<file path="src/rtl/sram_patch_reader_pkg.sv">
// rtl/sram_patch_reader_pkg.sv - shared image geometry, coordinate types and reader state enum
// Purpose: image dimensions, pixel/coordinate typedefs, reader FSM state type and
//          the packed FIFO entry used between the tag stage and the pixel output.
// Ports:   none (package).
package sram_patch_reader_pkg;

  localparam int PIXEL_DEPTH = 8;
  localparam int X_MAX       = 200;
  localparam int Y_MAX       = 200;
  localparam int XW          = $clog2(X_MAX);
  localparam int YW          = $clog2(Y_MAX);

  typedef logic [PIXEL_DEPTH-1:0] pixel_t;
  typedef logic [XW-1:0]          x_coord_t;
  typedef logic [YW-1:0]          y_coord_t;

  typedef enum logic [1:0] {
    IDLE  = 2'd0,
    FETCH = 2'd1,
    DRAIN = 2'd2
  } reader_state_t;

  typedef struct packed {
    pixel_t data;
    logic   oob;
    logic   last;
  } fifo_entry_t;

endpackage

</file>
<file path="src/rtl/sram_patch_reader_if.sv">
// rtl/sram_patch_reader_if.sv - request, SRAM read port and pixel stream bundle for the patch reader
// Purpose: groups the request handshake, the SRAM read port and the pixel stream.
// Ports:   none; modport master is the reader side, modport slave is the environment
//          (request source, sram_image and the corner scorer).
interface sram_patch_reader_if;
  import sram_patch_reader_pkg::*;

  logic     req_valid;
  logic     req_ready;
  x_coord_t req_x;
  y_coord_t req_y;

  x_coord_t ram_x_addr;
  y_coord_t ram_y_addr;
  logic     ram_ren;
  logic     ram_wen;
  pixel_t   ram_rdat;

  logic     pix_valid;
  logic     pix_ready;
  pixel_t   pix_data;
  logic     pix_oob;
  logic     pix_last;

  logic     busy;

  modport master (
    input  req_valid, req_x, req_y, ram_rdat, pix_ready,
    output req_ready, ram_x_addr, ram_y_addr, ram_ren, ram_wen,
           pix_valid, pix_data, pix_oob, pix_last, busy
  );

  modport slave (
    output req_valid, req_x, req_y, ram_rdat, pix_ready,
    input  req_ready, ram_x_addr, ram_y_addr, ram_ren, ram_wen,
           pix_valid, pix_data, pix_oob, pix_last, busy
  );

endinterface

</file>
<file path="src/rtl/sram_patch_reader_pix_fifo2.sv">
// rtl/sram_patch_reader_pix_fifo2.sv - two-entry output FIFO for window pixels
// Purpose: 2-deep FIFO holding {data, oob, last}; head is always presented on rdata_o.
// Ports:   clk, n_rst (async active-low); push_i/wdata_i write side; pop_i read side;
//          rdata_o head entry; count_o occupancy 0..2.
module pix_fifo2 #(
  parameter int W = 10
) (
  input  logic         clk,
  input  logic         n_rst,
  input  logic         push_i,
  input  logic [W-1:0] wdata_i,
  input  logic         pop_i,
  output logic [W-1:0] rdata_o,
  output logic [1:0]   count_o
);

  logic [W-1:0] mem_q [2];
  logic         wptr_q;
  logic         rptr_q;
  logic [1:0]   count_q;

  // The issue credit upstream guarantees push only when a slot is free (or being
  // freed) and pop only when non-empty, so no full/empty guards are needed here.
  // A push never targets the head slot while the head is held, keeping it stable.
  always_ff @(posedge clk or negedge n_rst) begin
    if (!n_rst) begin
      mem_q[0] <= '0;
      mem_q[1] <= '0;
      wptr_q   <= 1'b0;
      rptr_q   <= 1'b0;
      count_q  <= 2'd0;
    end else begin
      if (push_i) begin
        mem_q[wptr_q] <= wdata_i;
        wptr_q        <= ~wptr_q;
      end
      if (pop_i) begin
        rptr_q <= ~rptr_q;
      end
      case ({push_i, pop_i})
        2'b10:   count_q <= count_q + 2'd1;
        2'b01:   count_q <= count_q - 2'd1;
        default: count_q <= count_q;
      endcase
    end
  end

  assign rdata_o = mem_q[rptr_q];
  assign count_o = count_q;

endmodule

</file>
<file path="src/rtl/sram_patch_reader.sv">
// rtl/sram_patch_reader.sv - fetches a (2R+1)^2 pixel window from sram_image and streams it out
// Purpose: on an accepted center request, walks the window in raster order, reads
//          in-image positions from the SRAM, substitutes BORDER_VAL for off-image ones
//          and streams pixels with oob/last flags.
// Ports:   clk, n_rst (async active-low); bus (master): req_* request handshake,
//          ram_* SRAM read port, pix_* pixel stream, busy.
module sram_patch_reader
  import sram_patch_reader_pkg::*;
#(
  parameter int RADIUS     = 3,
  parameter int BORDER_VAL = 0
) (
  input  logic                clk,
  input  logic                n_rst,
  sram_patch_reader_if.master bus
);

  localparam int SPAN = 2 * RADIUS + 1;
  localparam int CW   = (SPAN > 1) ? $clog2(SPAN) : 1;
  localparam logic [CW-1:0] IDX_MAX = CW'(SPAN - 1);

  reader_state_t state_q;
  x_coord_t      cx_q, ax_q;
  y_coord_t      cy_q, ay_q;
  logic [CW-1:0] ix_q, iy_q;
  logic          tag_v_q, tag_oob_q, tag_last_q;

  logic signed [XW:0] px;
  logic signed [YW:0] py;
  logic               oob, last_pos, issue, pop, ren, accept;
  logic [1:0]         fifo_count;
  logic [2:0]         occ;
  fifo_entry_t        head, fifo_wdata;

  // Window position = center + (index - RADIUS), one sign bit wider than the
  // coordinate so off-image positions on either side are representable.
  assign px = $signed({1'b0, cx_q}) + $signed((XW+1)'(ix_q)) - $signed((XW+1)'(RADIUS));
  assign py = $signed({1'b0, cy_q}) + $signed((YW+1)'(iy_q)) - $signed((YW+1)'(RADIUS));

  assign oob = px[XW] || (px >= $signed((XW+1)'(X_MAX)))
            || py[YW] || (py >= $signed((YW+1)'(Y_MAX)));
  assign last_pos = (ix_q == IDX_MAX) && (iy_q == IDX_MAX);

  assign pop = bus.pix_valid && bus.pix_ready;
  // Everything issued but not yet consumed (FIFO + tag stage) must fit in the
  // 2-entry FIFO, counting the slot freed by this cycle's pop.
  assign occ   = {1'b0, fifo_count} + {2'b00, tag_v_q};
  assign issue = (state_q == FETCH) && (occ < (3'd2 + {2'b00, pop}));
  assign ren   = issue && !oob;

  assign accept = bus.req_valid && bus.req_ready;

  // Off-image positions keep the previous address so the port never sees an
  // out-of-range coordinate.
  assign bus.ram_ren    = ren;
  assign bus.ram_wen    = 1'b0;
  assign bus.ram_x_addr = ren ? px[XW-1:0] : ax_q;
  assign bus.ram_y_addr = ren ? py[YW-1:0] : ay_q;

  assign bus.req_ready = (state_q == IDLE) && (fifo_count == 2'd0);
  assign bus.busy      = (state_q != IDLE);

  always_ff @(posedge clk or negedge n_rst) begin
    if (!n_rst) begin
      state_q    <= IDLE;
      cx_q       <= '0;
      cy_q       <= '0;
      ax_q       <= '0;
      ay_q       <= '0;
      ix_q       <= '0;
      iy_q       <= '0;
      tag_v_q    <= 1'b0;
      tag_oob_q  <= 1'b0;
      tag_last_q <= 1'b0;
    end else begin
      // Tag stage lines up with the SRAM's one-cycle read latency.
      tag_v_q    <= issue;
      tag_oob_q  <= oob;
      tag_last_q <= last_pos;
      if (ren) begin
        ax_q <= px[XW-1:0];
        ay_q <= py[YW-1:0];
      end
      case (state_q)
        IDLE: begin
          if (accept) begin
            cx_q    <= bus.req_x;
            cy_q    <= bus.req_y;
            ix_q    <= '0;
            iy_q    <= '0;
            state_q <= FETCH;
          end
        end
        FETCH: begin
          if (issue) begin
            if (last_pos) begin
              ix_q    <= '0;
              iy_q    <= '0;
              state_q <= DRAIN;
            end else if (ix_q == IDX_MAX) begin
              ix_q <= '0;
              iy_q <= iy_q + 1'b1;
            end else begin
              ix_q <= ix_q + 1'b1;
            end
          end
        end
        DRAIN: begin
          if (pop && head.last) begin
            state_q <= IDLE;
          end
        end
        default: state_q <= IDLE;
      endcase
    end
  end

  assign fifo_wdata.data = tag_oob_q ? pixel_t'(BORDER_VAL) : bus.ram_rdat;
  assign fifo_wdata.oob  = tag_oob_q;
  assign fifo_wdata.last = tag_last_q;

  pix_fifo2 #(
    .W($bits(fifo_entry_t))
  ) u_pix_fifo2 (
    .clk     (clk),
    .n_rst   (n_rst),
    .push_i  (tag_v_q),
    .wdata_i (fifo_wdata),
    .pop_i   (pop),
    .rdata_o (head),
    .count_o (fifo_count)
  );

  assign bus.pix_valid = (fifo_count != 2'd0);
  assign bus.pix_data  = head.data;
  assign bus.pix_oob   = head.oob;
  assign bus.pix_last  = head.last;

endmodule

</file>
<file path="src/flat_wrapper.sv">
// flat-port wrapper written by rule: the top's interface ports become plain ports
module sram_patch_reader_flat import sram_patch_reader_pkg::*;
#(
  parameter int RADIUS     = 3,
  parameter int BORDER_VAL = 0
)
  (clk, n_rst, bus_req_valid, bus_req_x, bus_req_y, bus_ram_rdat, bus_pix_ready, bus_req_ready, bus_ram_x_addr, bus_ram_y_addr, bus_ram_ren, bus_ram_wen, bus_pix_valid, bus_pix_data, bus_pix_oob, bus_pix_last, bus_busy);
  sram_patch_reader_if bus_i ();
  input  logic clk;
  input  logic n_rst;
  input wire logic [$bits(bus_i.req_valid)-1:0] bus_req_valid;
  input wire logic [$bits(bus_i.req_x)-1:0] bus_req_x;
  input wire logic [$bits(bus_i.req_y)-1:0] bus_req_y;
  input wire logic [$bits(bus_i.ram_rdat)-1:0] bus_ram_rdat;
  input wire logic [$bits(bus_i.pix_ready)-1:0] bus_pix_ready;
  output wire logic [$bits(bus_i.req_ready)-1:0] bus_req_ready;
  output wire logic [$bits(bus_i.ram_x_addr)-1:0] bus_ram_x_addr;
  output wire logic [$bits(bus_i.ram_y_addr)-1:0] bus_ram_y_addr;
  output wire logic [$bits(bus_i.ram_ren)-1:0] bus_ram_ren;
  output wire logic [$bits(bus_i.ram_wen)-1:0] bus_ram_wen;
  output wire logic [$bits(bus_i.pix_valid)-1:0] bus_pix_valid;
  output wire logic [$bits(bus_i.pix_data)-1:0] bus_pix_data;
  output wire logic [$bits(bus_i.pix_oob)-1:0] bus_pix_oob;
  output wire logic [$bits(bus_i.pix_last)-1:0] bus_pix_last;
  output wire logic [$bits(bus_i.busy)-1:0] bus_busy;
  assign bus_i.req_valid = bus_req_valid;
  assign bus_i.req_x = bus_req_x;
  assign bus_i.req_y = bus_req_y;
  assign bus_i.ram_rdat = bus_ram_rdat;
  assign bus_i.pix_ready = bus_pix_ready;
  assign bus_req_ready = bus_i.req_ready;
  assign bus_ram_x_addr = bus_i.ram_x_addr;
  assign bus_ram_y_addr = bus_i.ram_y_addr;
  assign bus_ram_ren = bus_i.ram_ren;
  assign bus_ram_wen = bus_i.ram_wen;
  assign bus_pix_valid = bus_i.pix_valid;
  assign bus_pix_data = bus_i.pix_data;
  assign bus_pix_oob = bus_i.pix_oob;
  assign bus_pix_last = bus_i.pix_last;
  assign bus_busy = bus_i.busy;
  sram_patch_reader #(.RADIUS(RADIUS), .BORDER_VAL(BORDER_VAL)) u_core (.clk(clk), .n_rst(n_rst), .bus(bus_i));
endmodule
</file>
<file path="config.mk">
export PLATFORM = sky130hd
export DESIGN_NAME = sram_patch_reader_flat
export DESIGN_NICKNAME = d
export VERILOG_FILES = /design/src/rtl/sram_patch_reader_pkg.sv /design/src/rtl/sram_patch_reader_if.sv /design/src/rtl/sram_patch_reader_pix_fifo2.sv /design/src/rtl/sram_patch_reader.sv /design/src/flat_wrapper.sv
export SDC_FILE = /design/constraint.sdc
export NUM_CORES = 1
export LEC_CHECK = 0
export CAP_MARGIN = 25
export CORE_MARGIN = 3
export CORE_UTILIZATION = 40
export CTS_CLUSTER_DIAMETER = 40
export CTS_CLUSTER_SIZE = 10
export DETAILED_ROUTE_END_ITERATION = 12
export SYNTH_ARGS = -nofsm -noshare
export SYNTH_HDL_FRONTEND = slang
export SYNTH_SLANG_ARGS = --single-unit
</file>
<file path="constraint.sdc">
create_clock -name clk -period 4.6 [get_ports clk]
set_input_delay 0.69 -clock clk [delete_from_list [all_inputs] [get_ports clk]]
set_output_delay 0.69 -clock clk [all_outputs]
set_load 0.005 [all_outputs]
</file>
==> impl_metrics.tcl, run 1 <==
set metrics [dict create \
    fin_cells 529 \
    end_kind "primary output" \
    grt_use_met2_pct 23.64 \
    grt_overflow 0 \
    grtUsageMet1_pct 19.51 \
    yosysWarnings 0 \
    min_period_over_period_pct 98.93 \
    fin_crit_ps 4551 \
    setup_viol 0 \
    slew_viol_final 0 \
    ioPinCount 59 \
    synth_flop_cell "dfrtp_1" \
    drt-pass1-iter-count 4 \
    design_area_sq_um 4755 \
    ys_async_sr_fraction_pct 100.0 \
    finalClockSkew_ps 10.41 \
    mostFrequentLayoutCells "dfrtp_1, inv_1, clkdlybuf4s50_1, mux2_2, nand2_1" \
    fin_nets 471 \
    syn_nets 398 \
    startpoint "u_core.ix_q[1]$_DFFE_PN0P_" \
    ir_drop_uv 404.1 \
    core-area_sq_um 8848 \
    routed_wl_um 7409 \
    dpl_cell_area_sq_um 4353 \
    path_class "reg -> out" \
    drc 0 \
    critPathMaxStageDelay_ps 540 \
    placed_cells 501 \
    final_common_cell "dfrtp_1" \
    crit_family "compound AO/OA/AOI/OAI gates" \
    antennaDiodeCount 0 \
    hold_slack_ps 478.0 \
    place.gp.congestion 0.7954 \
    ys_seq_area_share_pct 45.49 \
    hp-class "reg -> reg" \
    vias 2676 \
    ys_ff_latch 67 \
    slew_headroom_pct 36.94 \
    grt_use_total_pct 14.81 \
    hpwl_um 4993 \
    cp_cell_sequence "ha_1 -> ha_2 -> inv_1 -> fa_2 -> nor2b_2 -> o31a_1 -> nor4_1 -> a311o_1 -> a311oi_2 -> o211ai_4 -> buf_12 -> mux2i_1 -> clkdlybuf4s50_1" \
    finalHoldViolCount 0 \
    synth_xor_area_share_pct 3.327 \
    cts_hold_buffers 0 \
    drt_first_iter_violations 49 \
    clock-root-buffer "clkbuf_8" \
    worst_pin_slew_ps 943.6 \
    critical_path_peak_fanout 6 \
    antenna_found_initial 0 \
    grt_pass1_wl_um 12230 \
    power_density_nw_per_um2 833.8 \
    ys_types 46 \
    wl_per_cell_um 14.01 \
    die_w_um 102.0 \
    syn_area_sq_um 3686 \
    fmax_ghz 0.2197 \
    leakage_nw 2.335 \
    reg2reg_from "u_core.ix_q[1]$_DFFE_PN0P_" \
    synthCells 343 \
    die_y_um 102.0 \
    h-tree-depth 3 \
    cap_violations 0 \
    worstSetupStartpointType "flop" \
    clk_pin_slew_ps 80 \
    vias_per_cell 5.059 \
    rsz0062_at_grt "true" \
    path_buf_inv 3 \
    port_buffers 57 \
    busiest_layer "met2" \
    grt.met3_usage_pct 3.754 \
    ant_nets 0 \
    areaGrowthSynthToFinish_pct 28.99 \
    cts_buffers 9 \
    drive_gt1_share_pct 20.90 \
    arrival_ps 3860 \
    synth_edf_count 0 \
    cts.sinks 67 \
    syn_area_per_cell_sq_um 10.75 \
    start_util_pct 41.66 \
    synthAdderAreaFrac_pct 9.572 \
    placementRows 34 \
    synthMuxAreaShare_pct 14.87 \
    grt_max_degree 68 \
    status "finished, final reports clean" \
    cp_slowest_cell "clkdlybuf4s50_1" \
    grt_pass1_vias 2624 \
    insertion_delay_ps 350 \
    synth-simple-area-share_pct 8.995 \
    crit_required_ps 3910 \
    cts_buffer_depth 2 \
    cts_tree "done" \
    synth_compound_area_share_pct 12.36 \
    holdCritStartpoint "u_core.u_pix_fifo2.mem_q[3]$_DFFE_PN0P_" \
    synth_top_family_by_area "multiplexers" \
    dieArea_sq_um 10400 \
]
==> power breakdown <==
| part | internal [W] | switching, W |
|---|---|---|
| clock network | 0.000248 | 0.000238 |
| logic | 0.00132 | 0.00116 |
| registers | 0.000837 | 0.000165 |
| total | 0.00240 | 0.00156 |
==> worst paths after layout <==
kind                       slack (ps)  cells after the start                                       to
max                                50                     13                        bus_ram_x_addr[2]
min                               480                      2  u_core.u_pix_fifo2.mem_q[3]$_DFFE_PN0P_
max reg2reg                      1170                     14                 u_core.ay_q[5]$_DFF_PN0_
min reg2reg                       480                      2  u_core.u_pix_fifo2.mem_q[3]$_DFFE_PN0P_
max in group asynchronous        3510                      2               u_core.cy_q[7]$_DFFE_PN0P_
min in group asynchronous         540                      2               u_core.cx_q[3]$_DFFE_PN0P_
==> registers in the layout, summed over array words and instances, names as in the netlist <==
signal / cells
u_core.u_pix_fifo2.mem_q: 20
u_core.ax_q: 8
u_core.ay_q: 8
u_core.cx_q: 8
u_core.cy_q: 8
u_core.ix_q: 3
u_core.iy_q: 3
u_core.state_q: 2
u_core.u_pix_fifo2.count_o: 2
u_core.tag_last_q: 1
u_core.tag_oob_q: 1
u_core.tag_v_q: 1
u_core.u_pix_fifo2.rptr_q: 1
u_core.u_pix_fifo2.wptr_q: 1
==> kinds of logic after synthesis <==
kind of cell	count (synthesis)
simple gates	70
compound gates	67
buf+inv	49
flops	67
fa+ha+maj	27
xor+xnor	14
other cells	1
mux	48
==> metal layers <==
metal	vias up	wire, um
met5	-	0
met4	0	97
met3	10	309
met2	51	3426
met1	1292	3576
li1	1323	-
==> cell type report <==
class	instances	area, sq um
Inverter	41	153.9
Sequential cell	67	1677
Tap cell	108	135.1
Clock inverter	7	68.82
Clock buffer	9	123.9
Timing Repair Buffer	70	745.7
Fill cell	822	4094
Multi-Input combinational cell	227	1851
==> per-stage QoR <==
step / power, W / setup WS (ps) / utilization (%) / setup TNS [ps]
final: 0.003964 / 49.00 / 53.73 / 0
after global routing: 0.004343 / -140.1 / 53.73 / -227.1
after CTS: 0.003864 / 29.37 / 51.82 / 0
after detailed placement: 0.003295 / 203.7 / 49.19 / 0
after global placement: 0.003272 / 228.9 / 49.19 / 0
after floorplan: 0.002592 / 1030 / - / 0
==> Yosys cell counts, drive strengths merged, types with 2 or more instances <==
library cell | instances | area share, %
ha | 25 | 8.5
xor2 | 4 | 0.95
buf | 3 | 0.61
or2 | 2 | 0.34
a21oi | 11 | 1.5
nand2 | 27 | 2.7
o22ai | 2 | 0.34
a211oi | 3 | 0.75
inv | 41 | 4.2
nor2b | 2 | 0.34
mux2i | 6 | 1.6
nand3 | 4 | 0.54
or3 | 2 | 0.34
xnor2 | 10 | 2.4
clkbuf | 5 | 0.51
fa | 2 | 1.1
o41ai | 2 | 0.48
mux2 | 42 | 13
nand2b | 12 | 2.0
o21a | 4 | 0.81
o21ai | 27 | 3.7
dfrtp | 67 | 45
o31a | 3 | 0.71
nor2 | 15 | 1.6
nor3 | 2 | 0.27
a21o | 6 | 1.2
==> tightest hold or removal path: stages, from the launching register on <==
cell,delay [ps]
dfrtp_1,340
nand2_1,40
o21ai_0,60
==> repair_timing <==
action	4_1_cts	5_1_grt
buffers inserted	2	9
setup endpoints to repair	16	16
hold endpoints to repair	0	0
cloned	0	1
pin swaps	1	4
resized for setup	0	25
Note: power is estimated with default switching activity, not from simulation.
==> inputs of run 2 (changes only) <==
--- a/config.mk
+++ b/config.mk
@@ -8,9 +8,10 @@
 export CAP_MARGIN = 25
 export CORE_MARGIN = 3
 export CORE_UTILIZATION = 40
-export CTS_CLUSTER_DIAMETER = 40
+export CTS_CLUSTER_DIAMETER = 50
 export CTS_CLUSTER_SIZE = 10
 export DETAILED_ROUTE_END_ITERATION = 12
 export SYNTH_ARGS = -nofsm -noshare
 export SYNTH_HDL_FRONTEND = slang
 export SYNTH_SLANG_ARGS = --single-unit
+export TNS_END_PERCENT = 1
==> run 2 against run 1 <==
Against the previous run:
- worst setup slack better by 54 ps
- utilization down 0.88 points
- clock power fell by 0.8%
- combinational power fell by 4%
- clock-buffer cell count did not move
==> impl_metrics.tcl, run 2 (synthesis results as in run 1) <==
set metrics [dict create \
    slew_headroom_pct 38.53 \
    grt_overflow 0 \
    largest_register_ffs 20 \
    top_register "u_core.u_pix_fifo2.mem_q" \
    switching_power_w 0.001538 \
    crit_required_ps 3910 \
    vias 2638 \
    ff_latch_area_sq_um 1677 \
    grt_pass1_vias 2624 \
    routed_wl_um 7181 \
    h-tree-depth 3 \
    multi_input_area_sq_um 1856 \
    end_kind "primary output" \
    fmax_ghz 0.2224 \
    p_comb_share_pct 61.6 \
    seqPwrFrac_pct 25.9 \
    place.gp.congestion 0.7954 \
    hpwl_um 4993 \
    holdCritStartpoint "u_core.u_pix_fifo2.mem_q[3]$_DFFE_PN0P_" \
    arrival_ps 3810 \
    grt_pass1_wl_um 12230 \
    critical_path_peak_fanout 11 \
    cts_buffers 9 \
    areaGrowthSynthToFinish_pct 26.88 \
    wl_per_cell_um 13.78 \
    dieArea_sq_um 10400 \
    setup_viol 0 \
    startpoint "u_core.ix_q[1]$_DFFE_PN0P_" \
    grt_max_degree 68 \
    vias_per_cell 5.063 \
    antennaDiodeCount 0 \
    clk_pin_slew_ps 80 \
    drt-pass1-iter-count 4 \
    path_class "reg -> out" \
    drc 0 \
    cts_hold_buffers 0 \
    p_int_w 0.002330 \
    reg2reg_from "u_core.ix_q[1]$_DFFE_PN0P_" \
    hp-class "reg -> reg" \
    cts.sinks 67 \
    placed_cells 501 \
    clock-root-buffer "clkbuf_8" \
    min_period_over_period_pct 97.75 \
    slew_viol_final 0 \
    cts_tree "done" \
    fin_crit_ps 4497 \
    pre_cts_ws_ps 203.7 \
    ant_nets 0 \
    antenna_found_initial 0 \
    fin_nets 463 \
    core-area_sq_um 8848 \
    start_util_pct 41.66 \
    leakage_nw 2.264 \
    drt_first_iter_violations 44 \
    drive_gt1_share_pct 19.37 \
    mostFrequentLayoutCells "dfrtp_1, clkdlybuf4s50_1, inv_1, mux2_2, nand2_1" \
    ir_drop_uv 400.6 \
    grt_use_total_pct 14.81 \
    finalHoldViolCount 0 \
    port_buffers 57 \
    die_y_um 102.0 \
    rsz0062_at_grt "true" \
    placementRows 34 \
    insertion_delay_ps 350 \
    fin_util_pct 52.86 \
    worst_pin_slew_ps 919.8 \
    final_common_cell "dfrtp_1" \
    fillers 829 \
    status "finished, final reports clean" \
    ioPinCount 59 \
    switching_share_pct 39.76 \
    power_density_nw_per_um2 827.0 \
    setup_ws_ps 103.3 \
    finalClockSkew_ps 8.180 \
    hold_slack_ps 477.5 \
    cts_buffer_depth 2 \
    die_w_um 102.0 \
    worstSetupStartpointType "flop" \
    fin_cells 521 \
    power_frac_clock_pct 12.5 \
    cap_violations 0 \
]
[run 2: cell count changes in the layout (fill, tap and decap cells not counted), sizes merged]
cell	previous run	this run
clkbuf	10	9
buf	13	6
dlymetal6s2s	16	14
clkdlybuf4s50	40	42
[run 2: power groups by stage]
stage / sequential, W / combinational, W / clock (W)
6_report: 0.00100 / 0.00238 / 0.000482
5_1_grt: 0.00103 / 0.00269 / 0.000529
4_1_cts: 0.00101 / 0.00236 / 0.000500
3_5_place_dp: 0.00102 / 0.00228 / 0
3_3_place_gp: 0.00101 / 0.00226 / 0
2_1_floorplan: 0.000951 / 0.00164 / 0
[run 2: critical path: stages, from the launching register on]
cell,delay (ps)
dfrtp_1,420
ha_1,300
ha_2,170
inv_1,50
fa_2,360
nor2b_2,150
o31a_1,170
nor4_1,50
a311o_1,340
a311oi_2,370
o211ai_4,160
buf_12,190
mux2_2,280
clkdlybuf4s50_1,450
[run 2: area by class of cell]
class	count	share of cell area (%)
clock inverters	7	1.471
multi-input cells	227	39.67
inverters	41	3.291
flip-flops and latches	67	35.85
well taps	108	2.889
clock buffers	9	2.648
repair buffers	62	14.18
[run 2: path summary, 6_finish.rpt]
path                            depth (start not counted)                                       to  slack, ps
worst max-delay path                                   13                        bus_ram_x_addr[7]        100
worst min-delay path                                    2  u_core.u_pix_fifo2.mem_q[3]$_DFFE_PN0P_        480
worst max register to register                         12                 u_core.ay_q[6]$_DFF_PN0_       1450
worst min register to register                          2  u_core.u_pix_fifo2.mem_q[3]$_DFFE_PN0P_        480
max in group asynchronous                               2                 u_core.ay_q[6]$_DFF_PN0_       3530
min in group asynchronous                               2               u_core.cx_q[3]$_DFFE_PN0P_        530
[run 2: repair_timing]
| item | CTS | global route |
|---|---|---|
| resized for setup | 0 | 23 |
| pin swaps | 1 | 4 |
| buffers inserted | 2 | 2 |
| endpoints found under the setup margin | 16 | 16 |
[run 2: stage by stage]
stage	power (W)	setup TNS, ps	cell area, sq um
floorplan	0.002592	0	3686
global placement	0.003272	0	4353
detailed placement	0.003295	0	4353
CTS	0.003864	0	4586
global route	0.004250	-153.7	4677
finish	0.003868	0	4677
[run 2: layer usage]
metal | part of all wire [%] | global-route usage (%)
met5 | 0 | 0
met2 | 47 | 23.64
met1 | 48 | 19.51
met3 | 4.1 | 3.754
met4 | 1.4 | 5.449
==> inputs of run 3 (changes only) <==
--- a/config.mk
+++ b/config.mk
@@ -5,6 +5,7 @@
 export SDC_FILE = /design/constraint.sdc
 export NUM_CORES = 1
 export LEC_CHECK = 0
+export ABC_AREA = 1
 export CAP_MARGIN = 25
 export CORE_MARGIN = 3
 export CORE_UTILIZATION = 40
==> run 3 against run 2 <==
Against the previous run:
- register-to-register slack better by 380 ps
- clock skew down 2.3 ps
- area after synthesis up 5.1%
- final area up 2.3%
- clock-buffer cell count up 2
- non-clock buffer count down 4
- synthesized cell count up 46%
- critical endpoint is now bus_ram_y_addr[2]
- highest routed layer unchanged
==> impl_metrics.tcl, run 3 <==
set metrics [dict create \
    status "finished, final reports clean" \
    rrSetupSlack_ps 1830 \
    antenna_found_initial 0 \
    yosysWarnings 0 \
    largest_register_ffs 20 \
    wl_per_cell_um 11.84 \
    ir_drop_uv 344.8 \
    port_buffers 57 \
    crit_required_ps 3910 \
    fin_nets 612 \
    cts_buffers 9 \
    synth_edf_count 0 \
    cts_tree "done" \
    rr_endpoint "u_core.ay_q[1]$_DFF_PN0_" \
    dpl_cell_area_sq_um 4542 \
    ys_seq_area_share_pct 43.27 \
    min_period_over_period_pct 92.15 \
    drt_first_iter_violations 113 \
    drive_gt1_share_pct 8.007 \
    fillers 930 \
    end_kind "primary output" \
    fmax_ghz 0.2359 \
    ff_latch_area_sq_um 1677 \
    vias_per_cell 4.654 \
    syn_nets 555 \
    multi_input_area_sq_um 1778 \
    final_common_cell "nand2_1" \
    grt_overflow 0 \
    grt_max_degree 35 \
    path_class "reg -> out" \
    h-tree-depth 3 \
    insertion_delay_ps 340 \
    ioPinCount 59 \
    drt-pass1-iter-count 4 \
    place.gp.congestion 0.8671 \
    syn_area_sq_um 3875 \
    vias 3216 \
    finalClockSkew_ps 5.866 \
    synthTopCellsByCount "nand2_1, inv_1, dfrtp_1" \
    grt_pass1_vias 3249 \
    mostFrequentLayoutCells "nand2_1, inv_1, dfrtp_1, clkdlybuf4s50_1, nor2_1" \
    grt_use_total_pct 16.63 \
    grt_pass1_wl_um 14960 \
    worstSetupStartpointType "flop" \
    fin_crit_ps 4239 \
    finalHoldViolCount 0 \
    cts_setup_buffers 0 \
    cap_violations 0 \
    ys_types 32 \
    startpoint "u_core.iy_q[1]$_DFFE_PN0P_" \
    synthCells 500 \
    start_util_pct 41.54 \
    routed_wl_um 8184 \
    clock-root-buffer "clkbuf_8" \
    clk_pin_slew_ps 70 \
    hp-class "in -> async" \
    cts_buffer_depth 2 \
    synth_top_area_share_pct 43.27 \
    dieArea_sq_um 10900 \
    ys_async_sr_fraction_pct 100.0 \
    reg2reg_from "u_core.iy_q[1]$_DFFE_PN0P_" \
    slew_headroom_pct 36.66 \
    critical_path_peak_fanout 17 \
    r2r_cells 15 \
    top_register "u_core.u_pix_fifo2.mem_q" \
    drc 0 \
    antennaDiodeCount 0 \
    hpwl_um 6164 \
    areaGrowthSynthToFinish_pct 23.44 \
    final.setup.tns_ps 0 \
    cp-endpoint "bus_ram_y_addr[2]" \
    setup_viol 0 \
    slew_viol_final 0 \
    synth_top_area_cell "dfrtp_1" \
    synth_most_common_cell "nand2_1" \
    core-area_sq_um 9328 \
    leakage_nw 2.543 \
    cts_hold_buffers 0 \
    design_area_sq_um 4783 \
    placementRows 35 \
    die_w_um 104.4 \
    cts.sinks 67 \
    ant_nets 0 \
    syn_area_per_cell_sq_um 7.750 \
    ctsResizeCount 0 \
    arrival_ps 3550 \
    ys_ff_latch 67 \
    die_y_um 104.4 \
    rsz0062_at_grt "false" \
    yosys-top-cells-area "dfrtp_1, nand2_1, inv_1" \
    worst_pin_slew_ps 946.7 \
    power_density_nw_per_um2 749.5 \
    synth_flop_cell "dfrtp_1" \
]
==> run 3: cell types whose count changed in the layout (fill, tap and decap cells not counted), moves of 7 or more <==
cell,before,now
inv_1,41,89
dlymetal6s2s_1,14,0
clkdlybuf4s50_1,42,56
nand2_1,27,142
nor2_1,14,35
a21oi_1,11,24
xnor2_1,10,2
nand2b_1,12,0
nand3_1,4,34
mux2_2,38,2
nand2_2,0,7
==> run 3: worst min-delay path by stage <==
stage                        startpoint                                        to  depth (start not counted)
2_1_floorplan                     n_rst                  u_core.ax_q[0]$_DFF_PN0_                          0
3_3_place_gp   u_core.ax_q[0]$_DFF_PN0_                  u_core.ax_q[0]$_DFF_PN0_                          2
3_5_place_dp   u_core.ax_q[2]$_DFF_PN0_                  u_core.ax_q[2]$_DFF_PN0_                          2
4_1_cts                           n_rst  u_core.u_pix_fifo2.mem_q[15]$_DFFE_PN0P_                          1
5_1_grt                           n_rst  u_core.u_pix_fifo2.mem_q[15]$_DFFE_PN0P_                          1
6_report                          n_rst  u_core.u_pix_fifo2.mem_q[15]$_DFFE_PN0P_                          1
==> run 3: cells by family after synthesis <==
logic type                 Yosys count  synth area share, %
and+or+nand+nor                    236                27.48
buffers and inverters              106                10.85
DFF                                 67                43.27
AOI/OAI and AO/OA                   57                7.717
adders and majority gates           27                9.106
xor gates and xnor gates             4               0.9043
muxes                                2               0.5812
other                                1              0.09678
==> run 3: final cells by class <==
cell class / instances / share of cell area [%]
Timing Repair Buffer: 58 / 11.98
Tap cell: 129 / 3.374
Inverter: 94 / 7.376
Clock inverter: 5 / 2.093
Clock buffer: 11 / 2.956
Sequential cell: 67 / 35.05
Multi-Input combinational cell: 327 / 37.17
==> run 3: layer usage <==
metal	global-route usage [%]	share of wire, %	vias up	routed length, um
met5	0	0	-	0
li1	-	-	1654	-
met4	6.553	1.9	0	153
met1	21.93	47	1468	3869
met3	4.345	5.4	17	445
met2	26.06	45	77	3715
==> run 3: stage by stage <==
stage / hold WS, ps / util, % / setup WS (ps) / power [W] / instances
4_1_cts: 428.9 / 51.28 / 274.8 / 0.003638 / 691
5_1_grt: 456.2 / 51.28 / 18.37 / 0.003989 / 691
3_5_place_dp: 463.4 / 48.69 / 680.6 / 0.003006 / 675
2_1_floorplan: 394.4 / - / 1601 / 0.002409 / 500
3_3_place_gp: 457.7 / 48.69 / 728.5 / 0.002966 / 675
6_report: 412.5 / 51.28 / 361.0 / 0.003585 / 691
==> run 3: critical path, cell delays in order, from the launching register on <==
cell             delay (ps)
dfrtp_1                 420
ha_1                    300
ha_1                    190
inv_1                    70
fa_1                    470
inv_1                   100
nand2_1                  70
nand2_1                  60
nand2_1                  50
nand2_1                  90
nand3_2                  80
nand3_2                 100
nand3_2                 100
nor2_4                  340
nand3_1                 130
nand2_1                 140
clkdlybuf4s50_1         510
==> run 3: where the power goes <==
group	switching [W]	leakage (nW)	internal, W	total (W)
clock	0.000230	0.123	0.000373	0.000604
sequential	0.000131	0.839	0.000800	0.000931
combinational	0.00123	1.58	0.000825	0.00205
total	0.00159	2.54	0.00200	0.00359
==> edit (settings of run 1) <==
Reset style: synchronous (`n_rst`), changed in 2 clocked blocks. Comments in the files are not updated.
--- a/src/rtl/sram_patch_reader_pix_fifo2.sv
+++ b/src/rtl/sram_patch_reader_pix_fifo2.sv
@@ -23,5 +23,5 @@
   // freed) and pop only when non-empty, so no full/empty guards are needed here.
   // A push never targets the head slot while the head is held, keeping it stable.
-  always_ff @(posedge clk or negedge n_rst) begin
+  always_ff @(posedge clk) begin
     if (!n_rst) begin
       mem_q[0] <= '0;
--- a/src/rtl/sram_patch_reader.sv
+++ b/src/rtl/sram_patch_reader.sv
@@ -61,5 +61,5 @@
   assign bus.busy      = (state_q != IDLE);
 
-  always_ff @(posedge clk or negedge n_rst) begin
+  always_ff @(posedge clk) begin
     if (!n_rst) begin
       state_q    <= IDLE;
Function: differs if n_rst is asserted again (counterexample within 4 cycles, from zero or initial values and one cycle with n_rst low); with n_rst held inactive, the same outputs for 4 cycles.
==> edit against run 1 <==
Routed wire length grew 17%; critical endpoint is now bus_ram_y_addr[7]; area after synthesis increased by 5.0%; design area is 4.2% higher; cell count grew 19%; global-route usage rose by 1.3 points; core utilization is 0.60 points lower; highest routed layer unchanged; setup slack improved by 0.099 ns; first-iteration DRC count grew 120%; sequential cell count increased by 1.
Power is not compared: it rests on default switching activity, and its combinational part moved more than twofold at a synthesized area within 25%.
==> edit: results (changes against run 1) <==
----------------------------------------------------
[Setup path]
  WP data arrival ... 3.76 ns (-0.10 ns)
  Crit path capture ... bus_ram_y_addr[7]
  Largest fanout of any net on the critical path ... 12 (+6)
  Startpoint of the worst-slack reg-to-reg timing path ... u_core.ix_q[0]$_SDFFE_PN0P_
  Critical register-to-register path endpoint ... u_core.ax_q[1]$_SDFF_PN0_
  Reg2reg setup slack ... 1.49 ns (+0.32 ns)

[CTS]
  Clk Tree Root Cell ... sky130_fd_sc_hd__clkbuf_8
  Count of H-tree levels built during CTS ... 3 (unchanged)

[Route]
  DRC violation total after the first TritonRoute iteration ... 108 (+120%)
  Vias per inst ... 4.95 (-2.1%)
  Drt wl/cell ... 13.8 microns (-1.8%)
  Met3 wire len ... 401 microns (+30%)

[GRT]
  First-pass GRT wire length ... 14300 microns (+17%)
  Global Route met1 Usage ... 21.7% (+2.2 points)
  Met2 Usage GRT ... 26.0% (+2.4 points)
  Via count of the first global-routing pass ... 2993 (+14%)
  Met3 global-route usage ... 3.66% (-0.092 points)
  Total routing resource utilization after global routing ... 16.1% (+1.3 points)

[STA]
  Setup Skew ... 0.00813 ns (-0.00229 ns)
  Relative max-transition margin ... 36.5% (-0.45 points)

[Status]
  Outcome ... completed

[Cells and area]
  Net count reported at finish ... 553 (+17%)
  Fraction of layout cells with a size suffix above 1 ... 15.1% (-5.8 points)
  Final cell count without fillers ... 632 (+19%)

[Placed design]
  HPWL after DPL ... 6100 microns (+22%)
  Placed instance count ... 605 (+21%)
  Placer Congestion ... 0.779 (-2.0%)

[Hold path]
  End point of the worst hold path ... u_core.tag_last_q$_SDFF_PN0_
  Hold path cells ... 1 (-1)
  Launch instance of the worst min-delay path ... u_core.ix_q[0]$_SDFFE_PN0P_

[Synth]
  Leading cell types by total area after synthesis ... sky130_fd_sc_hd__dfxtp_1 (25%), sky130_fd_sc_hd__edfxtp_1 (16%), sky130_fd_sc_hd__ha_1 (8.1%)
  Count of flip-flops with a built-in enable after synthesis ... 20 (+20)
  Leading register cell type out of synthesis ... sky130_fd_sc_hd__dfxtp_1
  Number of nets in the synthesized netlist ... 486 (+22%)
  Count of warnings emitted by yosys ... 0 (unchanged)
  Commonest cells in the netlist ... sky130_fd_sc_hd__nand2_1 (74), sky130_fd_sc_hd__dfxtp_1 (48), sky130_fd_sc_hd__nor2_1 (39)

----------------------------------------------------
edit: changes by cell type in the layout (fill, tap and decap cells not counted), moves of 10 or more:
cell	before	now
sky130_fd_sc_hd__mux2_2	38	15
sky130_fd_sc_hd__a21oi_1	11	32
sky130_fd_sc_hd__mux2i_1	3	13
sky130_fd_sc_hd__o21ai_0	26	12
sky130_fd_sc_hd__edfxtp_1	0	20
sky130_fd_sc_hd__dfrtp_1	67	0
sky130_fd_sc_hd__nor2_1	14	39
sky130_fd_sc_hd__nand2_1	27	74
sky130_fd_sc_hd__dfxtp_1	0	47
edit: through the flow:
step / cell area [sq um] / setup TNS, ns / power [mW] / setup WS, ns / hold WS (ns)
finish: 4960 / 0 / 2.26 / 0.148 / 0.456
global route: 4960 / -0.0495 / 2.42 / -0.0185 / 0.476
CTS: 4800 / 0 / 2.23 / 0.0000422 / 0.457
detailed placement: 4550 / 0 / 1.71 / 0.132 / 0.451
global placement: 4550 / 0 / 1.71 / 0.244 / 0.441
floorplan: 3870 / 0 / 1.39 / 0.622 / 0.431
edit: critical path: stages (launching register included):
cell	delay [ns]
sky130_fd_sc_hd__dfxtp_4	0.36
sky130_fd_sc_hd__inv_1	0.06
sky130_fd_sc_hd__ha_1	0.19
sky130_fd_sc_hd__inv_1	0.05
sky130_fd_sc_hd__ha_2	0.16
sky130_fd_sc_hd__inv_1	0.05
sky130_fd_sc_hd__fa_2	0.34
sky130_fd_sc_hd__nand2b_4	0.18
sky130_fd_sc_hd__o221a_2	0.23
sky130_fd_sc_hd__or3_4	0.40
sky130_fd_sc_hd__a311oi_4	0.36
sky130_fd_sc_hd__nand2_4	0.15
sky130_fd_sc_hd__clkinv_8	0.12
sky130_fd_sc_hd__mux2_2	0.33
sky130_fd_sc_hd__clkdlybuf4s50_1	0.44
edit: area by class of cell:
cell class	instances	area, sq um
fill	856	4370
multi-input combinational	306	2150
sequential	68	1570
timing repair buffer	73	722
tap	129	161
inverter	39	159
clock buffer	11	141
clock inverter	5	51.3
timing repair inverter	1	8.76
edit: kinds of logic (layout without fill, tap and decap cells):
family / after synthesis / after routing / share of synthesized area, %
AO/OA/AOI/OAI: 71 / 71 / 11.6
XOR/XNOR: 13 / 13 / 2.94
adder cells (fa/ha/maj): 27 / 27 / 9.11
buffers and inverters: 57 / 129 / 6.37
flip-flops: 68 / 68 / 40.3
multiplexers: 39 / 39 / 11.4
other: 1 / 1 / 0.0969
AND/OR/NAND/NOR: 155 / 155 / 18.2
edit: what timing repair did:
action | CTS | global route
gates resized for setup | 12 | 20
setup buffers | 1 | 9
pin swaps | 1 | 5
gates cloned | 0 | 1
endpoints found under the hold margin | 0 | 0
setup endpoints to repair | 16 | 15
edit: power breakdown:
part,switching [mW],internal [mW]
clock,0.227,0.262
sequential,0.0590,0.693
combinational,0.532,0.486
